`config.mk`:
```
export PLATFORM = sky130hd
export DESIGN_NAME = rgb2gs_arbiter_flat
export DESIGN_NICKNAME = d
export VERILOG_FILES = /design/src/rtl/rgb2gs_arbiter_if.sv /design/src/rtl/rgb2gs_arbiter.sv /design/src/flat_wrapper.sv
export SDC_FILE = /design/constraint.sdc
export NUM_CORES = 1
export LEC_CHECK = 0
export CAP_MARGIN = 15
export CORE_MARGIN = 2
export CORE_UTILIZATION = 26
export DETAILED_ROUTE_END_ITERATION = 16
export PLACE_DENSITY = 0.79
export SLEW_MARGIN = 15
export SYNTH_ARGS = -nofsm -noshare
export SYNTH_HDL_FRONTEND = slang
export SYNTH_SLANG_ARGS = --single-unit
```
`constraint.sdc`:
```
create_clock -name clk -period 2.03 [get_ports clk]
set_input_delay 0.3045 -clock clk [delete_from_list [all_inputs] [get_ports clk]]
set_output_delay 0.3045 -clock clk [all_outputs]
set_load 0.05 [all_outputs]
```
`src/rtl/rgb2gs_arbiter_if.sv`:
```
// ============================================================================
// Module      : rgb2gs_arbiter_if
// Description : Source handshakes, shared-converter link and result lanes of
//               the two-source rgb2gs arbiter.
// Revision    : 1.0 - initial release
// ============================================================================
`default_nettype none

interface rgb2gs_arbiter_if;
    logic [23:0] s0_rgb;
    logic        s0_valid;
    logic        s0_ready;
    logic [23:0] s1_rgb;
    logic        s1_valid;
    logic        s1_ready;
    logic [23:0] conv_rgb;
    logic        conv_en;
    logic [7:0]  conv_gs;
    logic        conv_valid;
    logic [7:0]  m0_gs;
    logic        m0_valid;
    logic [7:0]  m1_gs;
    logic        m1_valid;

    // Arbiter side
    modport master (
        input  s0_rgb, s0_valid, s1_rgb, s1_valid, conv_gs, conv_valid,
        output s0_ready, s1_ready, conv_rgb, conv_en,
               m0_gs, m0_valid, m1_gs, m1_valid
    );

    // Sources, converter and result consumers
    modport slave (
        output s0_rgb, s0_valid, s1_rgb, s1_valid, conv_gs, conv_valid,
        input  s0_ready, s1_ready, conv_rgb, conv_en,
               m0_gs, m0_valid, m1_gs, m1_valid
    );
endinterface

`default_nettype wire

```
`src/rtl/rgb2gs_arbiter.sv`:
```
// ============================================================================
// Module      : rgb2gs_arbiter
// Description : Round-robin, burst-limited arbiter sharing one rgb2gs converter
//               between two pixel sources; tags results back to their lane.
//               Optional macro RGB2GS_ARB_STATS_EN adds grant statistics.
// Revision    : 1.0 - initial release
// ============================================================================
`default_nettype none

module rgb2gs_arbiter #(
    parameter int BURST_LEN = 4,
    parameter int CNT_W     = 16
) (
    input  wire logic             clk,
    input  wire logic             rst_n,
    rgb2gs_arbiter_if.master      bus
`ifdef RGB2GS_ARB_STATS_EN
    ,
    output      logic [CNT_W-1:0] grant_cnt0,
    output      logic [CNT_W-1:0] grant_cnt1
`endif
);

    localparam int               c_BW        = $clog2(BURST_LEN + 1);
    localparam logic [c_BW-1:0]  c_BURST_MAX = c_BW'(BURST_LEN);

    typedef enum logic [1:0] {
        ST_IDLE = 2'd0,
        ST_OWN0 = 2'd1,
        ST_OWN1 = 2'd2
    } state_t;

    state_t          r_state;
    logic [c_BW-1:0] r_burst_cnt;
    logic            r_last_served;
    logic            r_inflight;
    logic            r_tag;

    logic            w_pick0;
    logic            w_pick1;
    logic            w_grant0;
    logic            w_grant1;
    logic            w_conv_en;
    logic [c_BW-1:0] w_cnt_inc;

    always_comb begin
        w_pick0 = 1'b0;
        w_pick1 = 1'b0;
        case (r_state)
            ST_IDLE: begin
                // Tie goes to whichever source was not served last
                if (bus.s0_valid && bus.s1_valid) begin
                    w_pick0 = r_last_served;
                    w_pick1 = !r_last_served;
                end else begin
                    w_pick0 = bus.s0_valid;
                    w_pick1 = bus.s1_valid;
                end
            end
            ST_OWN0: begin
                if (bus.s0_valid && (!bus.s1_valid || r_burst_cnt < c_BURST_MAX))
                    w_pick0 = 1'b1;
                else if (bus.s1_valid)
                    w_pick1 = 1'b1;
            end
            ST_OWN1: begin
                if (bus.s1_valid && (!bus.s0_valid || r_burst_cnt < c_BURST_MAX))
                    w_pick1 = 1'b1;
                else if (bus.s0_valid)
                    w_pick0 = 1'b1;
            end
            default: begin
                w_pick0 = 1'b0;
                w_pick1 = 1'b0;
            end
        endcase
    end

    // Gating with rst_n keeps the handshake silent while reset is held
    assign w_grant0  = w_pick0 & rst_n;
    assign w_grant1  = w_pick1 & rst_n;
    assign w_conv_en = w_grant0 | w_grant1;

    // Saturates so a lone owner can stream indefinitely without wrapping
    assign w_cnt_inc = (r_burst_cnt == c_BURST_MAX) ? r_burst_cnt
                                                    : r_burst_cnt + c_BW'(1);

    always_ff @(posedge clk or negedge rst_n) begin
        if (!rst_n) begin
            r_state       <= ST_IDLE;
            r_burst_cnt   <= '0;
            r_last_served <= 1'b1;
            r_inflight    <= 1'b0;
            r_tag         <= 1'b0;
        end else begin
            if (w_grant0) begin
                r_state       <= ST_OWN0;
                r_burst_cnt   <= (r_state == ST_OWN0) ? w_cnt_inc : c_BW'(1);
                r_last_served <= 1'b0;
            end else if (w_grant1) begin
                r_state       <= ST_OWN1;
                r_burst_cnt   <= (r_state == ST_OWN1) ? w_cnt_inc : c_BW'(1);
                r_last_served <= 1'b1;
            end else begin
                r_state       <= ST_IDLE;
                r_burst_cnt   <= '0;
            end

            r_inflight <= w_conv_en;
            if (w_conv_en)
                r_tag <= w_grant1;
        end
    end

    assign bus.s0_ready = w_grant0;
    assign bus.s1_ready = w_grant1;
    assign bus.conv_en  = w_conv_en;
    assign bus.conv_rgb = w_grant0 ? bus.s0_rgb :
                          w_grant1 ? bus.s1_rgb : 24'h0;

    // inflight masks stale converter strobes, e.g. right after reset release
    assign bus.m0_valid = bus.conv_valid & r_inflight & !r_tag;
    assign bus.m1_valid = bus.conv_valid & r_inflight &  r_tag;
    assign bus.m0_gs    = bus.conv_gs;
    assign bus.m1_gs    = bus.conv_gs;

`ifdef RGB2GS_ARB_STATS_EN
    logic [CNT_W-1:0] r_grant_cnt0;
    logic [CNT_W-1:0] r_grant_cnt1;

    always_ff @(posedge clk or negedge rst_n) begin
        if (!rst_n) begin
            r_grant_cnt0 <= '0;
            r_grant_cnt1 <= '0;
        end else begin
            if (w_grant0 && (r_grant_cnt0 != {CNT_W{1'b1}}))
                r_grant_cnt0 <= r_grant_cnt0 + CNT_W'(1);
            if (w_grant1 && (r_grant_cnt1 != {CNT_W{1'b1}}))
                r_grant_cnt1 <= r_grant_cnt1 + CNT_W'(1);
        end
    end

    assign grant_cnt0 = r_grant_cnt0;
    assign grant_cnt1 = r_grant_cnt1;
`endif

endmodule

`default_nettype wire
```
`src/flat_wrapper.sv`:
```
// flat-port wrapper written by rule: the top's interface ports become plain ports
module rgb2gs_arbiter_flat 
#(
    parameter int BURST_LEN = 4,
    parameter int CNT_W     = 16
)
  (clk, rst_n, bus_s0_rgb, bus_s0_valid, bus_s1_rgb, bus_s1_valid, bus_conv_gs, bus_conv_valid, bus_s0_ready, bus_s1_ready, bus_conv_rgb, bus_conv_en, bus_m0_gs, bus_m0_valid, bus_m1_gs, bus_m1_valid);
  rgb2gs_arbiter_if bus_i ();
  input  wire logic clk;
  input  wire logic rst_n;
  input wire logic [$bits(bus_i.s0_rgb)-1:0] bus_s0_rgb;
  input wire logic [$bits(bus_i.s0_valid)-1:0] bus_s0_valid;
  input wire logic [$bits(bus_i.s1_rgb)-1:0] bus_s1_rgb;
  input wire logic [$bits(bus_i.s1_valid)-1:0] bus_s1_valid;
  input wire logic [$bits(bus_i.conv_gs)-1:0] bus_conv_gs;
  input wire logic [$bits(bus_i.conv_valid)-1:0] bus_conv_valid;
  output wire logic [$bits(bus_i.s0_ready)-1:0] bus_s0_ready;
  output wire logic [$bits(bus_i.s1_ready)-1:0] bus_s1_ready;
  output wire logic [$bits(bus_i.conv_rgb)-1:0] bus_conv_rgb;
  output wire logic [$bits(bus_i.conv_en)-1:0] bus_conv_en;
  output wire logic [$bits(bus_i.m0_gs)-1:0] bus_m0_gs;
  output wire logic [$bits(bus_i.m0_valid)-1:0] bus_m0_valid;
  output wire logic [$bits(bus_i.m1_gs)-1:0] bus_m1_gs;
  output wire logic [$bits(bus_i.m1_valid)-1:0] bus_m1_valid;
  assign bus_i.s0_rgb = bus_s0_rgb;
  assign bus_i.s0_valid = bus_s0_valid;
  assign bus_i.s1_rgb = bus_s1_rgb;
  assign bus_i.s1_valid = bus_s1_valid;
  assign bus_i.conv_gs = bus_conv_gs;
  assign bus_i.conv_valid = bus_conv_valid;
  assign bus_s0_ready = bus_i.s0_ready;
  assign bus_s1_ready = bus_i.s1_ready;
  assign bus_conv_rgb = bus_i.conv_rgb;
  assign bus_conv_en = bus_i.conv_en;
  assign bus_m0_gs = bus_i.m0_gs;
  assign bus_m0_valid = bus_i.m0_valid;
  assign bus_m1_gs = bus_i.m1_gs;
  assign bus_m1_valid = bus_i.m1_valid;
  rgb2gs_arbiter #(.BURST_LEN(BURST_LEN), .CNT_W(CNT_W)) u_core (.clk(clk), .rst_n(rst_n), .bus(bus_i));
endmodule
```
==> results of run 1 <==
per-layer routing:
metal  routed length [um]  vias up  GRT usage, %
met5                    0        -             0
met4                   91        0          11.5
met3                  422       10          12.6
met2                 2340       66          43.0
met1                 1520      549          25.8
li1                     -      503             -
flip-flops by register name, summed over array words and instances (netlist names):
| register | flops |
|---|---|
| u_core.r_burst_cnt | 3 |
| u_core.r_state | 2 |
| u_core.r_inflight | 1 |
| u_core.r_last_served | 1 |
| u_core.r_tag | 1 |
final timing paths:
check                                             from                          endpoint  slack (ns)  cells after the start
hold / removal                                   rst_n       u_core.r_inflight$_DFF_PN0_        0.45                      2
setup / recovery           u_core.r_state[1]$_DFF_PN0_                   bus_conv_rgb[2]       -0.17                      5
hold reg to reg               u_core.r_tag$_DFFE_PN0P_          u_core.r_tag$_DFFE_PN0P_        0.53                      1
setup reg to reg           u_core.r_state[1]$_DFF_PN0_   u_core.r_burst_cnt[0]$_DFF_PN0_        0.28                      7
max in group asynchronous                        rst_n  u_core.r_last_served$_DFFE_PN1P_        1.36                      2
min in group clk              u_core.r_tag$_DFFE_PN0P_          u_core.r_tag$_DFFE_PN0P_        0.53                      1
stage by stage:
stage | total power [mW] | instances | worst slack [ns]
4_1_cts | 1.06 | 219 | -0.115
5_1_grt | 1.14 | 221 | -0.228
3_3_place_gp | 0.850 | 206 | -0.180
3_5_place_dp | 0.864 | 206 | -0.237
2_1_floorplan | 0.578 | 96 | -0.00893
6_report | 1.10 | 221 | -0.165
worst max-delay path, stage by stage (launching register included):
cell	delay (ns)
dfrtp_2	0.47
a21o_1	0.21
a221oi_4	0.37
buf_6	0.21
a22o_1	0.21
buf_12	0.15
logic make-up (layout without fill, tap and decap cells):
group / count (synthesis) / count (layout) / synth area share (%)
flip-flops: 8 / 8 / 24.1
XOR/XNOR: 1 / 1 / 1.05
buffers and inverters: 31 / 112 / 23.5
adder cells (fa/ha/maj): 2 / 2 / 2.99
AND/OR/NAND/NOR: 16 / 16 / 8.83
AO/OA/AOI/OAI: 38 / 38 / 39.5
report_power, final:
part	internal (mW)	switching, mW	leakage (nW)	total (mW)
registers	0.180	0.0190	0.0966	0.199
logic	0.394	0.360	0.823	0.754
clock network	0.0761	0.0686	0.0150	0.145
total	0.650	0.448	0.935	1.10
cell usage in the layout (no fill, tap or decap), types with 3 or more instances in the layout:
| cell | netlist | final |
|---|---|---|
| clkdlybuf4s50_1 | 0 | 51 |
| buf_12 | 0 | 29 |
| buf_4 | 18 | 14 |
| a22o_4 | 0 | 10 |
| a22o_2 | 0 | 8 |
| a22o_1 | 24 | 6 |
| inv_1 | 6 | 5 |
| nand2_1 | 6 | 4 |
| nor2_1 | 4 | 4 |
| dfrtp_1 | 7 | 4 |
| clkbuf_4 | 0 | 3 |
| buf_6 | 1 | 3 |
| dfrtp_2 | 0 | 3 |
area by class of cell:
| class | count | area, sq um | area share [%] |
|---|---|---|---|
| clock buffers | 4 | 26.3 | 1.22 |
| inverters | 8 | 35.0 | 1.63 |
| multi-input cells | 57 | 579 | 26.9 |
| flip-flops and latches | 8 | 205 | 9.53 |
| well taps | 44 | 55.1 | 2.56 |
| repair buffers | 99 | 1240 | 57.8 |
| repair inverters | 1 | 8.76 | 0.407 |
repair_timing:
action / in CTS / in global routing
hold buffers: 0 / 0
gates resized for setup: 24 / 7
setup buffers: 7 / 2
gates cloned: 2 / 0
pin swaps: 11 / 6
setup endpoints to repair: 27 / 27
==> results.yml, run 1 <==
run:
  maxCapViolCount: 0
logic_synthesis:
  dominantRegCellSynth: "dfrtp_1"
  synthTopCellsByCount: "24 x a22o_1, 18 x buf_4, 7 x dfrtp_1, 6 x inv_1, 6 x nand2_1"
  syn_area_sq_um: 836
  yosysMostFrequentCell: "a22o_1"
  synth_seq_cells: 8
  syn-num-nets: 159
  yosysTopAreaCell: "a22o_1"
  syn_inst: 96
  yosysTopAreaCellShare_pct: 25.1
  synth_cell_types: 29
  yosysWarnings: 0
  synth_area_leaders: "a22o_1 25%, dfrtp_1 21%, buf_4 16%"
  ys_seq_area_share_pct: 24.1
  synth-async-reset-ratio_pct: 100
  synth_edf_count: 0
  avgSynthCellArea_sq_um: 8.71
status:
  violations: "negative setup slack"
  status: "finished with violations"
critical_path:
  startpoint_type: "register"
  critPathKind: "register to primary output"
  cp-end-kind: "primary output"
  required_ns: 1.73
  crit_arrival_ns: 1.89
  crit_fanout: 8
floorplanning:
  dieArea_sq_um: 3680
  io_pins: 106
  core-area_sq_um: 3050
  die_x_um: 60.7
  start_util_pct: 27.4
  die-height_um: 60.7
  fp-row-count: 20
clock_tree:
  clk_path_buf_depth: 2
  cts_tree: "built"
  clk_latency_ns: 0.27
  htreeDepth: 1
  cts_root_buffer: "clkbuf_4"
  clock_sinks: 8
  clk_pin_slew_worst_paths_ns: 0.06
  cts_inserted_buffers: 3
placed_design:
  place_hpwl_um: 2980
  place_area_sq_um: 1900
  place_congestion: 0.796
  portBuffers: 81
timing:
  tightest_slew_ns: 0.320
  hold_ws_ns: 0.449
  grt_setup_unrepaired: "yes"
  finalCritPeriodShare_pct: 108
  setup_viol: 26
  finalClockSkew_ns: 0.00248
  final_hold_viol_count: 0
  fin_setup_tns_ns: -2.83
  slew_headroom_pct: 78.7
  period_minus_slack_ns: 2.20
  setup_slack_ns: -0.165
  max_freq_mhz: 455
  finalMaxSlewViolations: 0
route:
  vias: 1128
  wl_per_cell_um: 19.8
  firstDrtPassIters: 4
  viasPerCell: 5.10
  ant_nets: 0
  drtIter0Drc: 31
  drt_wl_total_um: 4380
  drcViolationCount: 0
power_and_ir_drop:
  peakVddDrop_v: 0.000326
  leakage_nw: 0.935
  p_per_area_nw_per_um2: 510
global_routing:
  track_usage_pct: 25.2
  grt_max_degree: 14
  grt_overflow: 0
  grt_pass1_vias: 1331
  grt_pass1_wl_um: 6600
  antenna_found_initial: 0
cells_and_area:
  antenna_cells: 0
  fill_cells: 193
  drive_above_1_share_pct: 46.3
  final_net_count: 241
  finish.utilization_pct: 70.5
  final_area_sq_um: 2150
  syn2layout_area_growth_pct: 158
hold_path:
  min_path_type: "input pin to asynchronous set/reset pin"
(Power assumes the default switching activity.)
==> run 2, diff against run 1 <==
clock period = 2.3 ns   (was 2.03 ns; I/O delays follow)
==> results.yml, run 2 (same netlist as run 1, synthesis figures left out) <==
power_and_ir_drop:
  leakage_nw: 0.892
  p_per_area_nw_per_um2: 445
  total_power_uw: 910
  peakVddDrop_v: 0.000229
status:
  status: "finished, final reports clean"
route:
  viasPerCell: 4.98
  ant_nets: 0
  topRoutingLayerUsed: "met4"
  wl_per_cell_um: 16.0
  wl_met1_um: 1220
  drtIter0Drc: 53
  firstDrtPassIters: 7
  wl_met3_um: 236
  wl_met2_um: 2010
  drcViolationCount: 0
  vias: 1085
  drt_wl_total_um: 3500
cells_and_area:
  reg_top3: "u_core.r_burst_cnt: 3 flops, u_core.r_state: 2 flops"
  top_register: "u_core.r_burst_cnt"
  largest_register_ff_count: 3
  final_common_cell: "clkdlybuf4s50_1"
  mostFrequentLayoutCells: "49 x clkdlybuf4s50_1, 28 x buf_12, 21 x a22o_1"
  antenna_cells: 0
  final_net_count: 238
  drive_above_1_share_pct: 35.6
  syn2layout_area_growth_pct: 145
hold_path:
  min_path_type: "input pin to asynchronous set/reset pin"
clock_tree:
  cts_tree: "built"
  cts_hold_buffers: 0
  htreeDepth: 1
  clk_path_buf_depth: 2
  clk_pin_slew_worst_paths_ns: 0.05
  clock_sinks: 8
  clk_latency_ns: 0.26
  cts_inserted_buffers: 3
  cts_root_buffer: "clkbuf_4"
floorplanning:
  die_x_um: 60.7
  fp-row-count: 20
  start_util_pct: 27.4
  die-height_um: 60.7
  io_pins: 106
  core-area_sq_um: 3050
  dieArea_sq_um: 3680
global_routing:
  grt_max_degree: 28
  track_usage_pct: 18.5
  grt_overflow: 0
  antenna_found_initial: 0
  grt_pass1_vias: 1129
  grt_pass1_wl_um: 5150
timing:
  slew_headroom_pct: 79.9
  finalClockSkew_ns: 0.0108
  max_freq_mhz: 445
  fin_setup_tns_ns: 0
  finalMaxSlewViolations: 0
  final_hold_viol_count: 0
  tightest_slew_ns: 0.298
  setup_viol: 0
  period_minus_slack_ns: 2.24
  finalCritPeriodShare_pct: 97.6
critical_path:
  crit_arrival_ns: 1.90
  cp-end-kind: "primary output"
  crit_fanout: 13
  critPathKind: "register to primary output"
  startpoint_type: "register"
  required_ns: 1.96
placed_design:
  place_hpwl_um: 2650
  portBuffers: 81
  place_congestion: 0.829
run:
  maxCapViolCount: 0
-- run 2: cell count changes in the layout (fill, tap and decap cells not counted), moves of 2 or more --
cell / before / now
a22o_1: 6 / 21
a22o_2: 8 / 0
a22o_4: 10 / 3
buf_6: 3 / 1
clkdlybuf4s50_1: 51 / 49
dlymetal6s2s_1: 0 / 2
inv_6: 2 / 0
-- run 2: power by group --
part | total [mW] | switching (mW) | internal (mW) | leakage (nW)
clock network | 0.116 | 0.0499 | 0.0665 | 0.0150
registers | 0.175 | 0.0159 | 0.159 | 0.0966
logic | 0.618 | 0.295 | 0.323 | 0.781
total | 0.910 | 0.361 | 0.549 | 0.892
-- run 2: critical path, stage by stage (launching register included) --
cell and delay, ns:
dfstp_2 0.53, inv_2 0.05, o31ai_4 0.24, a221oi_4 0.11, buf_4 0.16, buf_12 0.13, a22o_1 0.26, buf_12 0.16
-- run 2: metrics by stage --
stage          setup WS [ns]  std cells  util, %  area, sq um  hold slack (ns)
3_3_place_gp         -0.0238        206     61.4         1870            0.484
2_1_floorplan          0.113         96        -          836           0.0494
4_1_cts             -0.00598        212     64.5         1970            0.483
5_1_grt             -0.00483        218     67.0         2050            0.151
3_5_place_dp          -0.126        206     61.4         1870            0.526
6_report              0.0550        218     67.0         2050            0.132
-- run 2: final cells by class --
cell class	instances	area [sq um]
flip-flops and latches	8	205
fillers	232	1010
clock buffers	4	26.3
repair inverters	1	6.26
repair buffers	96	1230
inverters	8	35.0
multi-input cells	57	489
well taps	44	55.1
-- run 2: final timing paths --
path | startpoint | end | slack [ns] | cells after the start
max | u_core.r_last_served$_DFFE_PN1P_ | bus_conv_rgb[3] | 0.06 | 7
min in group clk | rst_n | u_core.r_state[1]$_DFF_PN0_ | 0.51 | 3
max reg2reg | u_core.r_last_served$_DFFE_PN1P_ | u_core.r_tag$_DFFE_PN0P_ | 0.67 | 7
min reg2reg | u_core.r_tag$_DFFE_PN0P_ | u_core.r_tag$_DFFE_PN0P_ | 0.54 | 1
max in group asynchronous | rst_n | u_core.r_last_served$_DFFE_PN1P_ | 1.94 | 2
min | rst_n | u_core.r_state[0]$_DFF_PN0_ | 0.13 | 2
-- run 2: repair_timing --
| action | CTS | global route |
|---|---|---|
| gates resized for setup | 6 | 14 |
| cloned | 1 | 1 |
| setup endpoints to repair | 27 | 26 |
| setup buffers | 1 | 5 |
| pin swaps | 1 | 2 |
-- run 2: routing by layer --
metal	up-vias	track usage, %
met5	-	0
met4	0	4.66
met3	4	3.62
met2	56	33.9
met1	525	21.9
li1	500	-
